File: src/rtl/ovs_edge_timestamper_pkg.sv
// Shared types, defaults and sizing helper for the oversampled edge timestamper.
package ovs_detector_pkg;

  localparam int unsigned OVS_DEFAULT_WIDTH   = 64;
  localparam int unsigned OVS_DEFAULT_TS_BITS = 32;

  typedef enum logic [1:0] {
    EDGE_NONE = 2'b00,
    EDGE_RISE = 2'b01,
    EDGE_FALL = 2'b10,
    EDGE_BOTH = 2'b11
  } edge_mode_t;

  // Ceiling log base 4; also the number of radix-4 search levels for a word.
  function automatic int unsigned clog4(input int unsigned value);
    int unsigned r;
    longint unsigned p;
    r = 0;
    p = 1;
    for (int i = 0; i < 16; i++) begin
      if (p < 64'(value)) begin
        p = p << 2;
        r = r + 1;
      end
    end
    return r;
  endfunction

endpackage

File: src/rtl/ovs_edge_timestamper_if.sv
// Word-in / event-out bundle between the ISERDES side and the measurement logic.
interface ovs_edge_timestamper_if
  import ovs_detector_pkg::*;
#(
  parameter int unsigned WIDTH   = OVS_DEFAULT_WIDTH,
  parameter int unsigned TS_BITS = OVS_DEFAULT_TS_BITS
) ();

  localparam int unsigned IDX_W = 2 * clog4(WIDTH);

  logic [WIDTH-1:0]   PARALLEL_IN;
  logic [1:0]         EDGE_MODE;
  logic               CHANGED_FLAG;
  logic [IDX_W-1:0]   CHANGED_BIT;
  logic               EDGE_RISING;
  logic [TS_BITS-1:0] TIMESTAMP;
  logic               GLITCH_FLAG;

  modport master (
    output PARALLEL_IN, EDGE_MODE,
    input  CHANGED_FLAG, CHANGED_BIT, EDGE_RISING, TIMESTAMP, GLITCH_FLAG
  );

  modport slave (
    input  PARALLEL_IN, EDGE_MODE,
    output CHANGED_FLAG, CHANGED_BIT, EDGE_RISING, TIMESTAMP, GLITCH_FLAG
  );

endinterface

File: src/rtl/ovs_edge_timestamper_search_level.sv
// One radix-4 search level: select register picks the first quarter whose end
// differs from the line state, mux register forwards it and extends the index.
module ovs_radix4_search_level
  import ovs_detector_pkg::*;
#(
  parameter int unsigned CHUNK_W = 64,
  parameter int unsigned IDX_W   = 6,
  parameter int unsigned CNT_W   = 26
) (
  input  logic                 clk,
  input  logic                 rst,
  input  logic [CHUNK_W-1:0]   i_chunk,
  input  logic                 i_last,
  input  logic                 i_report,
  input  logic                 i_rising,
  input  logic                 i_glitch,
  input  logic [IDX_W-1:0]     i_idx,
  input  logic [CNT_W-1:0]     i_cnt,
  output logic [CHUNK_W/4-1:0] o_chunk,
  output logic                 o_last,
  output logic                 o_report,
  output logic                 o_rising,
  output logic                 o_glitch,
  output logic [IDX_W-1:0]     o_idx,
  output logic [CNT_W-1:0]     o_cnt
);

  localparam int unsigned Q = CHUNK_W / 4;

  logic [1:0]         w_sel;
  logic [Q-1:0]       w_quarter;
  logic [CHUNK_W-1:0] r_chunk;
  logic [1:0]         r_sel;
  logic               r_last;
  logic               r_report;
  logic               r_rising;
  logic               r_glitch;
  logic [IDX_W-1:0]   r_idx;
  logic [CNT_W-1:0]   r_cnt;

  // Scan downwards so the lowest differing quarter wins; default to the top one.
  always_comb begin
    w_sel = 2'd3;
    for (int j = 2; j >= 0; j--) begin
      if (i_chunk[(j+1)*Q-1] != i_last) w_sel = 2'(j);
    end
  end

  always_ff @(posedge clk) begin
    if (rst) begin
      r_chunk  <= '0;
      r_sel    <= '0;
      r_last   <= 1'b0;
      r_report <= 1'b0;
      r_rising <= 1'b0;
      r_glitch <= 1'b0;
      r_idx    <= '0;
      r_cnt    <= '0;
    end else begin
      r_chunk  <= i_chunk;
      r_sel    <= w_sel;
      r_last   <= i_last;
      r_report <= i_report;
      r_rising <= i_rising;
      r_glitch <= i_glitch;
      r_idx    <= i_idx;
      r_cnt    <= i_cnt;
    end
  end

  always_comb begin
    case (r_sel)
      2'd0:    w_quarter = r_chunk[Q-1:0];
      2'd1:    w_quarter = r_chunk[2*Q-1:Q];
      2'd2:    w_quarter = r_chunk[3*Q-1:2*Q];
      default: w_quarter = r_chunk[4*Q-1:3*Q];
    endcase
  end

  // Event fields are zeroed when nothing is reported, so the last level drives outputs directly.
  always_ff @(posedge clk) begin
    if (rst) begin
      o_chunk  <= '0;
      o_last   <= 1'b0;
      o_report <= 1'b0;
      o_rising <= 1'b0;
      o_glitch <= 1'b0;
      o_idx    <= '0;
      o_cnt    <= '0;
    end else begin
      o_chunk  <= w_quarter;
      o_last   <= r_last;
      o_report <= r_report;
      o_rising <= r_rising & r_report;
      o_glitch <= r_glitch;
      o_idx    <= r_report ? IDX_W'({r_idx, r_sel}) : '0;
      o_cnt    <= r_report ? r_cnt : '0;
    end
  end

endmodule

File: src/rtl/ovs_edge_timestamper.sv
// Oversampled edge locator/timestamper, 2*LEVELS cycles latency, one word per cycle.
// Define OVS_EDGE_TIMESTAMPER_GLITCH_DET_EN to build the multi-transition (glitch) detector.
module ovs_edge_timestamper
  import ovs_detector_pkg::*;
#(
  parameter int unsigned WIDTH   = OVS_DEFAULT_WIDTH,
  parameter int unsigned TS_BITS = OVS_DEFAULT_TS_BITS
) (
  input logic                  CLK_PARALLEL,
  input logic                  RESET,
  ovs_edge_timestamper_if.slave bus
);

  localparam int unsigned LEVELS = clog4(WIDTH);
  localparam int unsigned IDX_W  = 2 * LEVELS;
  localparam int unsigned CNT_W  = TS_BITS - IDX_W;

  logic             r_last;
  logic [CNT_W-1:0] r_word_cnt;
  edge_mode_t       w_mode;
  logic             w_rising;
  logic             w_report;
  logic             w_glitch;

  logic [WIDTH-1:0] w_chunk  [LEVELS+1];
  logic             w_last_p [LEVELS+1];
  logic             w_rep_p  [LEVELS+1];
  logic             w_rise_p [LEVELS+1];
  logic             w_gl_p   [LEVELS+1];
  logic [IDX_W-1:0] w_idx_p  [LEVELS+1];
  logic [CNT_W-1:0] w_cnt_p  [LEVELS+1];

  // Line state and word counter track every cycle, independent of EDGE_MODE.
  always_ff @(posedge CLK_PARALLEL) begin
    if (RESET) begin
      r_last     <= 1'b0;
      r_word_cnt <= '0;
    end else begin
      r_last     <= bus.PARALLEL_IN[WIDTH-1];
      r_word_cnt <= r_word_cnt + CNT_W'(1);
    end
  end

  always_comb begin
    w_mode   = edge_mode_t'(bus.EDGE_MODE);
    w_rising = bus.PARALLEL_IN[WIDTH-1];
    w_report = (w_rising ^ r_last) &
               ((w_mode == EDGE_BOTH) |
                (w_rising ? (w_mode == EDGE_RISE) : (w_mode == EDGE_FALL)));
  end

`ifdef OVS_EDGE_TIMESTAMPER_GLITCH_DET_EN
  localparam int unsigned POP_W = IDX_W + 1;
  logic [WIDTH-1:0] w_trans;
  logic [POP_W-1:0] w_trans_cnt;

  always_comb begin
    w_trans     = bus.PARALLEL_IN ^ {bus.PARALLEL_IN[WIDTH-2:0], r_last};
    w_trans_cnt = '0;
    for (int i = 0; i < int'(WIDTH); i++) begin
      w_trans_cnt = w_trans_cnt + POP_W'(w_trans[i]);
    end
    w_glitch = (w_trans_cnt >= POP_W'(2));
  end
`else
  assign w_glitch = 1'b0;
`endif

  // Level 0 select register doubles as the capture stage for the incoming word.
  assign w_chunk[0]  = bus.PARALLEL_IN;
  assign w_last_p[0] = r_last;
  assign w_rep_p[0]  = w_report;
  assign w_rise_p[0] = w_rising;
  assign w_gl_p[0]   = w_glitch;
  assign w_idx_p[0]  = '0;
  assign w_cnt_p[0]  = r_word_cnt;

  for (genvar k = 0; k < int'(LEVELS); k++) begin : g_level
    localparam int unsigned CHUNK_W = WIDTH >> (2 * k);
    logic [CHUNK_W/4-1:0] w_next_chunk;

    ovs_radix4_search_level #(
      .CHUNK_W (CHUNK_W),
      .IDX_W   (IDX_W),
      .CNT_W   (CNT_W)
    ) u_level (
      .clk      (CLK_PARALLEL),
      .rst      (RESET),
      .i_chunk  (w_chunk[k][CHUNK_W-1:0]),
      .i_last   (w_last_p[k]),
      .i_report (w_rep_p[k]),
      .i_rising (w_rise_p[k]),
      .i_glitch (w_gl_p[k]),
      .i_idx    (w_idx_p[k]),
      .i_cnt    (w_cnt_p[k]),
      .o_chunk  (w_next_chunk),
      .o_last   (w_last_p[k+1]),
      .o_report (w_rep_p[k+1]),
      .o_rising (w_rise_p[k+1]),
      .o_glitch (w_gl_p[k+1]),
      .o_idx    (w_idx_p[k+1]),
      .o_cnt    (w_cnt_p[k+1])
    );

    assign w_chunk[k+1] = WIDTH'(w_next_chunk);
  end

  assign bus.CHANGED_FLAG = w_rep_p[LEVELS];
  assign bus.CHANGED_BIT  = w_idx_p[LEVELS];
  assign bus.EDGE_RISING  = w_rise_p[LEVELS];
  assign bus.TIMESTAMP    = {w_cnt_p[LEVELS], w_idx_p[LEVELS]};
  assign bus.GLITCH_FLAG  = w_gl_p[LEVELS];

endmodule

File: src/flat_wrapper.sv
// flat-port wrapper written by rule: the top's interface ports become plain ports
module ovs_edge_timestamper_flat import ovs_detector_pkg::*;
#(
  parameter int unsigned WIDTH   = OVS_DEFAULT_WIDTH,
  parameter int unsigned TS_BITS = OVS_DEFAULT_TS_BITS
)
  (CLK_PARALLEL, RESET, bus_PARALLEL_IN, bus_EDGE_MODE, bus_CHANGED_FLAG, bus_CHANGED_BIT, bus_EDGE_RISING, bus_TIMESTAMP, bus_GLITCH_FLAG);
  ovs_edge_timestamper_if #(.WIDTH(WIDTH), .TS_BITS(TS_BITS)) bus_i ();
  input logic CLK_PARALLEL;
  input logic RESET;
  input wire logic [$bits(bus_i.PARALLEL_IN)-1:0] bus_PARALLEL_IN;
  input wire logic [$bits(bus_i.EDGE_MODE)-1:0] bus_EDGE_MODE;
  output wire logic [$bits(bus_i.CHANGED_FLAG)-1:0] bus_CHANGED_FLAG;
  output wire logic [$bits(bus_i.CHANGED_BIT)-1:0] bus_CHANGED_BIT;
  output wire logic [$bits(bus_i.EDGE_RISING)-1:0] bus_EDGE_RISING;
  output wire logic [$bits(bus_i.TIMESTAMP)-1:0] bus_TIMESTAMP;
  output wire logic [$bits(bus_i.GLITCH_FLAG)-1:0] bus_GLITCH_FLAG;
  assign bus_i.PARALLEL_IN = bus_PARALLEL_IN;
  assign bus_i.EDGE_MODE = bus_EDGE_MODE;
  assign bus_CHANGED_FLAG = bus_i.CHANGED_FLAG;
  assign bus_CHANGED_BIT = bus_i.CHANGED_BIT;
  assign bus_EDGE_RISING = bus_i.EDGE_RISING;
  assign bus_TIMESTAMP = bus_i.TIMESTAMP;
  assign bus_GLITCH_FLAG = bus_i.GLITCH_FLAG;
  ovs_edge_timestamper #(.WIDTH(WIDTH), .TS_BITS(TS_BITS)) u_core (.CLK_PARALLEL(CLK_PARALLEL), .RESET(RESET), .bus(bus_i));
endmodule
File: config.mk
export PLATFORM = sky130hd
export DESIGN_NAME = ovs_edge_timestamper_flat
export DESIGN_NICKNAME = d
export VERILOG_FILES = /design/src/rtl/ovs_edge_timestamper_pkg.sv /design/src/rtl/ovs_edge_timestamper_if.sv /design/src/rtl/ovs_edge_timestamper_search_level.sv /design/src/rtl/ovs_edge_timestamper.sv /design/src/flat_wrapper.sv
export SDC_FILE = /design/constraint.sdc
export NUM_CORES = 1
export LEC_CHECK = 0
export ABC_AREA = 1
export BUFFER_PORTS_ARGS = -buffer_cell sky130_fd_sc_hd__buf_2
export CAP_MARGIN = 5
export CORE_UTILIZATION = 30
export CTS_CLUSTER_DIAMETER = 150
export DETAILED_ROUTE_END_ITERATION = 12
export GPL_TIMING_DRIVEN = 0
export MAX_ROUTING_LAYER = met4
export PLACE_DENSITY = 0.46
export SLEW_MARGIN = 20
export SYNTH_ARGS = -nofsm -noshare
export SYNTH_HDL_FRONTEND = slang
export SYNTH_SLANG_ARGS = --single-unit
File: constraint.sdc
create_clock -name CLK_PARALLEL -period 1.7 [get_ports CLK_PARALLEL]
set_clock_uncertainty 0.05 [all_clocks]
set_input_delay 0.255 -clock CLK_PARALLEL [delete_from_list [all_inputs] [get_ports CLK_PARALLEL]]
set_output_delay 0.255 -clock CLK_PARALLEL [all_outputs]
set_load 0.1 [all_outputs]
### Word-level counts from Yosys, hierarchy flattened

Cells that the tools add are included.

* register bits: 318
* input port bits: 68
* output and inout port bits: 41
* logic and storage cells: 84

* $add $sub $neg: 1
* equal/unequal tests: 16
* mux-type cells: 9
* bitwise gates (word level): 9
* reductions and logical operators: 11

Operators by type and width (number)
* 15-bit one-hot mux with 3 select lines: 1
* 26-bit by 1-bit adder with 26-bit output, second input constant: 1
* 2-bit OR reduction: 6
* 1-bit != test: 9
* 3-bit one-hot mux with 3 select lines: 1
* 3-bit OR reduction: 3
* 2-bit equality test, second input constant: 4
* 1-bit two-way mux: 7
* 2-bit by 1-bit equality test with 1-bit output, second input constant: 3
* 1-bit bitwise AND: 4
* 2-bit zero test: 2
* 1-bit inverter: 3
* 1-bit OR: 1
* 1-bit bitwise XOR: 1

### Longest topological paths before layout

* depth in word-level cells: 4
* depth in mapped cells: 8
* gate-level depth less buffers: 8

### Hierarchy

A second synthesis with hierarchy kept.

* cell total of the unflattened synthesis: 1364
* area, all modules: 11324.6 um^2

Modules (own cells, without submodules)
* ovs_radix4_search_level (u_core.g_level[0].u_level): times used 1, cells an instance 585, area an instance 4845.9 um^2, sequential area each 3042.9 um^2
* ovs_radix4_search_level (u_core.g_level[1].u_level): times used 1, cells an instance 320, area an instance 2788.9 um^2, sequential area each 1841.8 um^2
* ovs_radix4_search_level (u_core.g_level[2].u_level): times used 1, cells an instance 255, area an instance 2331.0 um^2, sequential area each 1541.5 um^2
* ovs_edge_timestamper: times used 1, cells an instance 204, area an instance 1358.8 um^2, sequential area each 540.5 um^2

### Least setup slack after synthesis

No wires, ideal clock.

* path type: reg2out
* from: register u_core.g_level[2].u_level.o_idx[0]
* to: output port bus_TIMESTAMP[0]
* data arrival time: 1.356 ns
* required time: 1.395 ns
* setup slack: 0.039 ns
* cell stages (with the launch flop): 2
* path buffers: 1
* cell sequence: dfxtp_1 buf_4

RTL lines
* start: declaration: RTL line ovs_edge_timestamper_search_level.sv:24 `output logic [IDX_W-1:0] o_idx,`
* start signal: assignment: RTL line ovs_edge_timestamper_search_level.sv:96 `o_idx <= r_report ? IDX_W'({r_idx, r_sel}) : '0;`
* end: declaration: RTL line flat_wrapper.sv:16 `output wire logic [$bits(bus_i.TIMESTAMP)-1:0] bus_TIMESTAMP;`

No word-level cell between the ends.

### Worst setup path in the final report

* from: register u_core.g_level[2].u_level.o_idx[4]
* to: output port bus_CHANGED_BIT[4]

RTL lines
* end: declaration: RTL line flat_wrapper.sv:14 `output wire logic [$bits(bus_i.CHANGED_BIT)-1:0] bus_CHANGED_BIT;`

No word-level cell between the ends.

==> reports/qor.csv <==
metric;value;unit
fp.dieArea;33500;µm²
clk_latency;0.56;ns
place.gp.congestion;0.784;
routed_via_density;3.62;
drive_gt1_share;14.5;%
ios;109;
drt_iter0_drc;254;
crit_family;buffers and inverters;
yosys_most_used_dff;dfxtp_1;
n_antenna_cell;0;
syn-cell-area;9830;µm²
timing.fmax;618;MHz
endpoint_kind;output pin;
cts_tree;done;
crit_fanout;2;
p_clk_share;45.5;%
hold_path_class;input pin to flip-flop;
timing.setup.tns;0;ns
combPwrFrac;4.1;%
synth_top_family_by_area;simple AND/OR/NAND/NOR gates;
fin_ws;0.0830;ns
post-route-drc-count;0;
syn_avg_cell_area;8.31;µm²
drv_cap;0;
finalPower;14900;µW
synthXorXnorAreaFrac;0.0891;%
initial_core_util;30.8;%
hold_viol;0;
ys_ff_latch;312;
crit_arrival;1.31;ns
synth-compound-area-share;2.93;%
clock-sinks;312;
yosys.area.top_type;dfxtp_1;
finalCoreUtilization;39.8;%
synth_cells;1183;
synth-seq-area-share;63.5;%
dr.pass1.iters;4;
synth_top_cell_area_share;63.5;%
slew_headroom;53.1;%
slowest_stage;buf_2;
synth_fa_ha_area_share;0.127;%
maxSlewViolCount;0;
worst_pin_slew;0.704;ns
cp_num_buf_inv;1;
synth_warnings;0;
hpwl;13.2;mm
place_ws;-0.0268;ns
grt_setup_unrepaired;no;
syn_nets;1252;
grt_overflow;0;
vdd_drop_max;0.000655;V
intPower;11800;µW
grtUsageTotal;11.9;%
num_rows;65;
cts.clk_slew.worst_paths;0.06;ns
routedWlPerCell;10.1;µm
p_switching;3130;µW
power.sequential.fraction;50.4;%
clk_path_buf_depth;3;
grt_pass1_wl;31.1;mm
num_vias;6694;
crit_type;flip-flop to output pin;
postRouteAntennaNets;0;
cp_cell_sequence;buf_2;
synthArstFlopShare;0;%
post-route-period-util;95.1;%
period_minus_slack;1.62;ns
antenna_found_initial;0;
cp-start-kind;flip-flop;
switching_share;21.0;%
drt-total-wl;18.7;mm
setup_viol;0;
grt_max_degree;17;
die_x;183;µm
nets;1461;
required;1.39;ns
synth-simple-area-share;20.2;%
die_y;183;µm
synth_common_cells;312 x dfxtp_1, 302 x nor2_1, 287 x inv_1;
yosys-top-cells-area;dfxtp_1 64%, nor2_1 12%, inv_1 11%;
yosysMostFrequentCell;dfxtp_1;
cts_root_buf;clkbuf_16;
synth_edf_count;0;
status;complete, no violations;
synth_mux_area_share;0;%
area_growth;28.9;%
core_area;31900;µm²
port-buffer-count;107;
power.static_leakage;0.00548;µW
slowest_delay;0.43;ns
p_per_area;1180;nW/µm²
h-tree-depth;1;
grt_pass1_vias;6278;
cts_inserted_buffers;31;
yosysUniqueCellTypes;27;
[cell type report]
| type | count | area, µm² |
|---|---|---|
| timing repair buffer | 176 | 1240 |
| tap | 435 | 544 |
| clock inverter | 14 | 144 |
| multi-input combinational | 541 | 2300 |
| sequential | 312 | 6250 |
| inverter | 287 | 1080 |
| fill | 3272 | 19200 |
| clock buffer | 42 | 907 |
| buffer | 43 | 209 |
[power groups by stage]
stage          combinational [µW]  sequential [µW]  clock [µW]
3_5_place_dp                  499             7670           0
6_report                      614             7510        6780
3_3_place_gp                  498             7670           0
2_1_floorplan                 296             7660           0
5_1_grt                       695             7520        7320
4_1_cts                       619             7510        7000
[logic make-up after synthesis]
| kind of cell | after synthesis |
|---|---|
| AOI/OAI and AO/OA | 53 |
| xor gates and xnor gates | 1 |
| adders and majority gates | 1 |
| buffers and inverters | 330 |
| DFF | 312 |
| other | 1 |
| and+or+nand+nor | 485 |
[stage by stage]
stage / hold WS, ns / std cells / area [µm²]
6_report: 0.167 / 1850 / 12700
5_1_grt: 0.182 / 1850 / 12700
4_1_cts: 0.149 / 1850 / 12700
3_5_place_dp: 0.342 / 1725 / 10900
3_3_place_gp: 0.343 / 1725 / 10900
2_1_floorplan: 0.289 / 1183 / 9830
[registers in the layout, indices dropped and copies added (netlist names), 2 cells and up]
register,cells
u_core.g_level.u_level.o_cnt,78
u_core.g_level.u_level.r_cnt,78
u_core.g_level.u_level.r_chunk,72
u_core.r_word_cnt,26
u_core.g_level.u_level.o_chunk,18
u_core.g_level.u_level.o_idx,12
u_core.g_level.u_level.r_sel,6
u_core.g_level.u_level.r_idx,6
u_core.g_level.u_level.o_report,3
u_core.g_level.u_level.o_rising,3
u_core.g_level.u_level.r_report,3
u_core.g_level.u_level.o_last,2
u_core.g_level.u_level.r_last,2
u_core.g_level.u_level.r_rising,2
[worst reg2reg max path, stage by stage, from the launching register on]
cell and delay (ns):
dfxtp_1 0.35, inv_1 0.13, a21oi_1 0.13, o21ai_0 0.12, a211oi_1 0.18, dlygate4sd3_1 0.57
[layout by cell type, fill, tap and decap left out, drive strengths merged]
cell type / instances
dfxtp: 312
nor2: 312
inv: 288
nand2: 136
buf: 136
dlygate4sd3: 69
clkbuf: 56
a21oi: 25
o21ai: 20
nand3: 19
nand4: 16
clkinv: 9
a31o: 3
a211oi: 3
bufinv: 2
clkinvlp: 2
nand3b: 1
nor3: 1
xnor2: 1
a31oi: 1
o21a: 1
ha: 1
conb: 1
[metal layers]
metal	routed length, µm	global-route usage, %
met1	9390	15.7
met2	7980	18.3
met3	786	2.07
met4	532	4.00
met5	0	-
[what timing repair did]
action,4_1_cts,5_1_grt
endpoints found under the hold margin,65,0
hold buffers,69,0
buffers inserted,0,0
setup endpoints to repair,6,1
resized for setup,6,1
[path summary, 6_finish.rpt]
check | startpoint | endpoint | slack (ns) | cells after the start
max | u_core.g_level[2].u_level.o_idx[4]$_SDFF_PP0_ | bus_CHANGED_BIT[4] | 0.08 | 1
min | RESET | u_core.g_level[1].u_level.o_cnt[25]$_SDFF_PP0_ | 0.17 | 4
max reg2reg | u_core.r_last$_SDFF_PP0_ | u_core.g_level[0].u_level.r_sel[0]$_SDFF_PP0_ | 0.12 | 5
min reg2reg | u_core.g_level[1].u_level.o_cnt[13]$_SDFF_PP0_ | u_core.g_level[2].u_level.r_cnt[13]$_SDFF_PP0_ | 0.35 | 2
Power figures use the tool's default switching activity.
